--- src/rtl/mc_ctrl_pkg.sv ---
// mc_ctrl_pkg: state, opcode-class and mux-select encodings shared by the main control
package mc_ctrl_pkg;
    typedef enum logic [3:0] {
        S_FETCH    = 4'd0,
        S_DECODE   = 4'd1,
        S_MEM_ADDR = 4'd2,
        S_MEM_RD   = 4'd3,
        S_MEM_WB   = 4'd4,
        S_MEM_WR   = 4'd5,
        S_EXEC_R   = 4'd6,
        S_R_WB     = 4'd7,
        S_EXEC_I   = 4'd8,
        S_I_WB     = 4'd9,
        S_BRANCH   = 4'd10,
        S_JUMP     = 4'd11
    } state_e;
    typedef enum logic [2:0] {
        C_R     = 3'd0,
        C_ADDI  = 3'd1,
        C_LOAD  = 3'd2,
        C_STORE = 3'd3,
        C_BEQ   = 3'd4,
        C_J     = 3'd5,
        C_ILL   = 3'd6
    } class_e;
    localparam logic [5:0] OP_R    = 6'h00;
    localparam logic [5:0] OP_ADDI = 6'h08;
    localparam logic [5:0] OP_LW   = 6'h23;
    localparam logic [5:0] OP_LH   = 6'h21;
    localparam logic [5:0] OP_LHU  = 6'h25;
    localparam logic [5:0] OP_SW   = 6'h2B;
    localparam logic [5:0] OP_BEQ  = 6'h04;
    localparam logic [5:0] OP_J    = 6'h02;
    localparam logic [1:0] ALU_ADD   = 2'd0;
    localparam logic [1:0] ALU_SUB   = 2'd1;
    localparam logic [1:0] ALU_FUNCT = 2'd2;
    localparam logic [1:0] SRCB_REG    = 2'd0;
    localparam logic [1:0] SRCB_FOUR   = 2'd1;
    localparam logic [1:0] SRCB_IMM    = 2'd2;
    localparam logic [1:0] SRCB_IMM_SH = 2'd3;
    localparam logic [1:0] PCSRC_ALU    = 2'd0;
    localparam logic [1:0] PCSRC_ALUOUT = 2'd1;
    localparam logic [1:0] PCSRC_JUMP   = 2'd2;
endpackage

--- src/rtl/mc_opcode_class.sv ---
// mc_opcode_class: combinational opcode classifier for the main control
//   opcode_i    : IR opcode field
//   cls_o       : instruction class (class_e encoding)
//   ld_half_o   : opcode is a halfword load
//   ld_signed_o : opcode is a sign-extending halfword load
//   legal_o     : opcode is one of the supported instructions
module mc_opcode_class
    import mc_ctrl_pkg::*;
#(
    parameter int OPCODE_W = 6
) (
    input  logic [OPCODE_W-1:0] opcode_i,
    output logic [2:0]          cls_o,
    output logic                ld_half_o,
    output logic                ld_signed_o,
    output logic                legal_o
);
    // Constants are zero-extended, so any set bit above bit 5 fails every match.
    logic is_r, is_addi, is_lw, is_lh, is_lhu, is_sw, is_beq, is_j;
    assign is_r    = opcode_i == OPCODE_W'(OP_R);
    assign is_addi = opcode_i == OPCODE_W'(OP_ADDI);
    assign is_lw   = opcode_i == OPCODE_W'(OP_LW);
    assign is_lh   = opcode_i == OPCODE_W'(OP_LH);
    assign is_lhu  = opcode_i == OPCODE_W'(OP_LHU);
    assign is_sw   = opcode_i == OPCODE_W'(OP_SW);
    assign is_beq  = opcode_i == OPCODE_W'(OP_BEQ);
    assign is_j    = opcode_i == OPCODE_W'(OP_J);
    assign cls_o = is_r                    ? C_R     :
                   is_addi                 ? C_ADDI  :
                   (is_lw | is_lh | is_lhu) ? C_LOAD  :
                   is_sw                   ? C_STORE :
                   is_beq                  ? C_BEQ   :
                   is_j                    ? C_J     : C_ILL;
    assign ld_half_o   = is_lh | is_lhu;
    assign ld_signed_o = is_lh;
    assign legal_o     = cls_o != C_ILL;
endmodule

--- src/rtl/mc_main_control.sv ---
// mc_main_control: multi-cycle MIPS main control FSM (fetch/decode/execute/memory/write-back)
//   clk, reset        : rising-edge clock, asynchronous active-low reset
//   opcode            : IR opcode field, valid from DECODE onward
//   mem_ready         : memory completes the current access this cycle
//   pc_write(_cond)   : PC load, unconditional / on ALU zero
//   ir_write, iord    : IR load, memory address select (1 = ALUOut)
//   mem_read/write    : memory requests
//   mem_to_reg, reg_dest, reg_write : register-file write-back controls
//   alu_src_a/b, alu_op, pc_source  : datapath mux and ALU-control selects
//   ld_half, ld_signed: halfword-load qualifiers
//   illegal_op        : one-cycle pulse in DECODE on an unknown opcode
//   state             : current state code
module mc_main_control
    import mc_ctrl_pkg::*;
#(
    parameter int OPCODE_W = 6,
    parameter int ALUOP_W  = 2
) (
    input  logic                clk,
    input  logic                reset,
    input  logic [OPCODE_W-1:0] opcode,
    input  logic                mem_ready,
    output logic                pc_write,
    output logic                pc_write_cond,
    output logic                ir_write,
    output logic                iord,
    output logic                mem_read,
    output logic                mem_write,
    output logic                mem_to_reg,
    output logic                reg_dest,
    output logic                reg_write,
    output logic                alu_src_a,
    output logic [1:0]          alu_src_b,
    output logic [ALUOP_W-1:0]  alu_op,
    output logic [1:0]          pc_source,
    output logic                ld_half,
    output logic                ld_signed,
    output logic                illegal_op,
    output logic [3:0]          state
);
    state_e     state_q, state_d;
    logic [2:0] cls;
    logic       half, signed_ld, legal;
    mc_opcode_class #(.OPCODE_W(OPCODE_W)) u_class (
        .opcode_i    (opcode),
        .cls_o       (cls),
        .ld_half_o   (half),
        .ld_signed_o (signed_ld),
        .legal_o     (legal)
    );
    always_comb begin
        state_d = S_FETCH;
        case (state_q)
            S_FETCH:    state_d = mem_ready ? S_DECODE : S_FETCH;
            S_DECODE:   state_d = cls == C_R                            ? S_EXEC_R   :
                                  cls == C_ADDI                         ? S_EXEC_I   :
                                  (cls == C_LOAD || cls == C_STORE)     ? S_MEM_ADDR :
                                  cls == C_BEQ                          ? S_BRANCH   :
                                  cls == C_J                            ? S_JUMP     : S_FETCH;
            S_MEM_ADDR: state_d = cls == C_STORE ? S_MEM_WR : S_MEM_RD;
            S_MEM_RD:   state_d = mem_ready ? S_MEM_WB : S_MEM_RD;
            S_MEM_WR:   state_d = mem_ready ? S_FETCH : S_MEM_WR;
            S_EXEC_R:   state_d = S_R_WB;
            S_EXEC_I:   state_d = S_I_WB;
            default:    state_d = S_FETCH;
        endcase
    end
    always_ff @(posedge clk or negedge reset)
        if (!reset) state_q <= S_FETCH;
        else state_q <= state_d;
    // Every output is qualified by the reset level so that asserting reset
    // silences the datapath at once, including FETCH's own decodes.
    logic run, st_fetch, st_mem_rd, st_mem_wr, st_mem_wb, st_br, st_j;
    assign run       = reset;
    assign st_fetch  = run && state_q == S_FETCH;
    assign st_mem_rd = run && state_q == S_MEM_RD;
    assign st_mem_wr = run && state_q == S_MEM_WR;
    assign st_mem_wb = run && state_q == S_MEM_WB;
    assign st_br     = run && state_q == S_BRANCH;
    assign st_j      = run && state_q == S_JUMP;
    assign ir_write      = st_fetch && mem_ready;
    assign pc_write      = (st_fetch && mem_ready) || st_j;
    assign pc_write_cond = st_br;
    assign iord          = st_mem_rd || st_mem_wr;
    assign mem_read      = st_fetch || st_mem_rd;
    assign mem_write     = st_mem_wr;
    assign mem_to_reg    = st_mem_wb;
    assign reg_dest      = run && state_q == S_R_WB;
    assign reg_write     = st_mem_wb || (run && (state_q == S_R_WB || state_q == S_I_WB));
    assign alu_src_a     = run && (state_q == S_MEM_ADDR || state_q == S_EXEC_R ||
                                   state_q == S_EXEC_I   || state_q == S_BRANCH);
    assign alu_src_b = !run                                            ? SRCB_REG    :
                       state_q == S_FETCH                              ? SRCB_FOUR   :
                       state_q == S_DECODE                             ? SRCB_IMM_SH :
                       (state_q == S_MEM_ADDR || state_q == S_EXEC_I)  ? SRCB_IMM    : SRCB_REG;
    assign alu_op = !run                  ? ALUOP_W'(ALU_ADD)   :
                    state_q == S_EXEC_R   ? ALUOP_W'(ALU_FUNCT) :
                    state_q == S_BRANCH   ? ALUOP_W'(ALU_SUB)   : ALUOP_W'(ALU_ADD);
    assign pc_source  = st_br ? PCSRC_ALUOUT : st_j ? PCSRC_JUMP : PCSRC_ALU;
    // Qualifiers follow the IR opcode, which stays stable through the load.
    assign ld_half    = (st_mem_rd || st_mem_wb) && half;
    assign ld_signed  = (st_mem_rd || st_mem_wb) && signed_ld;
    assign illegal_op = run && state_q == S_DECODE && !legal;
    assign state      = state_q;
endmodule

--- config.mk ---
export PLATFORM = sky130hd
export DESIGN_NAME = mc_main_control
export DESIGN_NICKNAME = d
export VERILOG_FILES = /design/src/rtl/mc_ctrl_pkg.sv /design/src/rtl/mc_opcode_class.sv /design/src/rtl/mc_main_control.sv
export SDC_FILE = /design/constraint.sdc
export NUM_CORES = 1
export LEC_CHECK = 0
export ABC_AREA = 1
export CAP_MARGIN = 20
export CORE_MARGIN = 5
export CORE_UTILIZATION = 40
export CTS_BUF_LIST = sky130_fd_sc_hd__clkbuf_16
export CTS_CLUSTER_DIAMETER = 60
export CTS_CLUSTER_SIZE = 10
export DETAILED_ROUTE_END_ITERATION = 12
export PLACE_DENSITY = 0.83
export SLEW_MARGIN = 40
export SYNTH_ARGS = -nofsm -noshare
export SYNTH_HDL_FRONTEND = slang
export SYNTH_SLANG_ARGS = --single-unit
--- constraint.sdc ---
create_clock -name clk -period 2.67 [get_ports clk]
set_input_delay 0.4005 -clock clk [delete_from_list [all_inputs] [get_ports clk]]
set_output_delay 0.4005 -clock clk [all_outputs]
set_load 0.1 [all_outputs]
==> results.json <==
{
  "regToRegSetupSlack_ns": 1.33,
  "finalCritPeriodShare": 0.839,
  "hold_ws_ns": 0.635,
  "synth_area_um2": 567,
  "cp-start-kind": "input port",
  "layout-drive-gt1-share": 0.336,
  "grt_max_degree": 8,
  "grt_pass1_wl_um": 3790,
  "drv_cap": 0,
  "drc": 0,
  "worstSkewPairLatency_ns": 0.23,
  "drt-initial-drc-count": 44,
  "row_count": 13,
  "syn_to_final_growth_pct": 113,
  "hold_class": "in -> async",
  "antenna_found_initial": 0,
  "largest_reg_flops": 4,
  "final_hold_viol_count": 0,
  "finalSetupViolations": 0,
  "initial_utilization": 0.430,
  "synth_fp_nets": 121,
  "gp_congestion": 0.848,
  "worstMarginPinSlew_ns": 0.326,
  "cts_tree": "yes",
  "port_buffers": 31,
  "clk_pin_slew_ns": 0.03,
  "fillers": 54,
  "power_density_nw_per_um2": 1060,
  "ys_ff_latch": 4,
  "r2r_start": "state[2]",
  "place_area_um2": 1130,
  "cts_made_buffers": 3,
  "critPathKind": "in -> out",
  "routedWlPerCell_um": 14.6,
  "reg2regPathDepth": 5,
  "cts_max_level": 1,
  "total_leakage_power_nw": 0.604,
  "fp.coreArea_um2": 1320,
  "rsz0062_at_grt": "false",
  "required_ns": 2.27,
  "ys_seq_area_frac": 0.177,
  "avgViaCountPerCell": 5.45,
  "path_max_fanout": 4,
  "peakVddDrop_uv": 766,
  "critPathCaptureType": "primary output",
  "final_nets": 157,
  "firstDrtPassIters": 5,
  "synth_cells": 112,
  "r2r-end": "state[0]",
  "num_antenna_cells": 0,
  "die_h_um": 47.6,
  "route.vias.total": 878,
  "cts_setup_buffers": 0,
  "fp.dieArea_um2": 2270,
  "fin_util": 0.918,
  "antenna_left": 0,
  "syn_avg_cell_area_um2": 5.06,
  "wl_um": 2350,
  "cts_resized": 0,
  "cts-root-buf": "clkbuf_16",
  "synth_cell_type_count": 16,
  "final_cell_area_um2": 1210,
  "relSlewSlack": 0.782,
  "place_hpwl_um": 1780,
  "cts_sinks": 4,
  "grt_overflow": 0,
  "clockBufferDepth": 2,
  "min_period_ns": 2.24,
  "chipWidth_um": 47.6,
  "ios": 32,
  "multi_input_area_um2": 437,
  "hold_buffers": 0,
  "finClkSkew_ns": 0.00399,
  "seq_area_um2": 103,
  "setup_tns_ns": 0,
  "fmax_mhz": 446,
  "arrival_ns": 1.84,
  "grt_pass1_vias": 826,
  "grt.total_usage": 0.242,
  "yosys_warnings": 0,
  "status": "finished, final reports clean",
  "drv_slew": 0
}
cell families (layout without fill, tap and decap cells):
family | Yosys count | in the layout | share of synthesized area
AND/OR/NAND/NOR | 80 | 80 | 0.609
flip-flops | 4 | 4 | 0.177
AO/OA/AOI/OAI | 6 | 6 | 0.0618
buffers and inverters | 22 | 56 | 0.152
cell usage in the layout (no fill, tap or decap), types with 5 or more instances in the layout:
master and n:
buf_12 19, buf_4 5, clkdlybuf4s50_1 8, inv_1 18, nand2_1 29, nand3_1 9
nor2_1 23, nor2_2 8
final cells by class:
type / instances / area share
timing repair buffer: 32 / 0.412
multi-input combinational: 86 / 0.361
sequential: 4 / 0.0848
inverter: 21 / 0.0651
clock buffer: 3 / 0.0620
tap: 15 / 0.0155
Yosys cell counts:
cell	count	area, um^2
inv_2	3	11.3
nor3_2	1	10.0
nor3b_1	2	15.0
a21oi_2	1	8.76
dfrtp_1	4	100
nand2_2	2	12.5
nor3_1	2	10.0
nor2_1	30	113
inv_1	18	67.6
nor2_2	4	25.0
o22ai_1	1	6.26
nand4_1	1	6.26
nand2_1	29	109
buf_4	1	7.51
nand3_1	9	45.0
o21ai_0	4	20.0
metrics by stage:
stage                     instances  setup WS (ns)  power (mW)
final                           161          0.430        1.28
after floorplan                 112         -0.455       0.735
after CTS                       161          0.463        1.28
after global routing            161          0.358        1.32
after global placement          158          0.511        1.01
after detailed placement        158          0.471        1.02
metal layers:
metal,wire (um),track usage,up-vias
met5,0,0,-
met4,126,0.145,0
met3,220,0.0489,17
met2,1200,0.444,65
met1,803,0.250,383
li1,-,-,413
critical path, cell delays in order:
cell and delay (ns):
clkdlybuf4s50_1 0.47, nor2_1 0.29, nand3_1 0.26, a21oi_4 0.23
buf_12 0.19
power breakdown:
group	total (mW)	switching (mW)	internal, mW
registers	0.109	0.0293	0.0800
logic	0.932	0.670	0.262
clock network	0.240	0.0480	0.192
total	1.28	0.747	0.534
worst max path at each step:
| stage | end | slack (ns) | from |
|---|---|---|---|
| final | ld_half | 0.43 | opcode[3] |
| after global routing | illegal_op | 0.36 | opcode[3] |
| after CTS | ld_half | 0.46 | reset |
| after detailed placement | ld_half | 0.47 | opcode[3] |
| after global placement | reg_write | 0.51 | reset |
| after floorplan | iord | -0.45 | state[2] |
No activity file was read; power rests on OpenSTA's default activity.
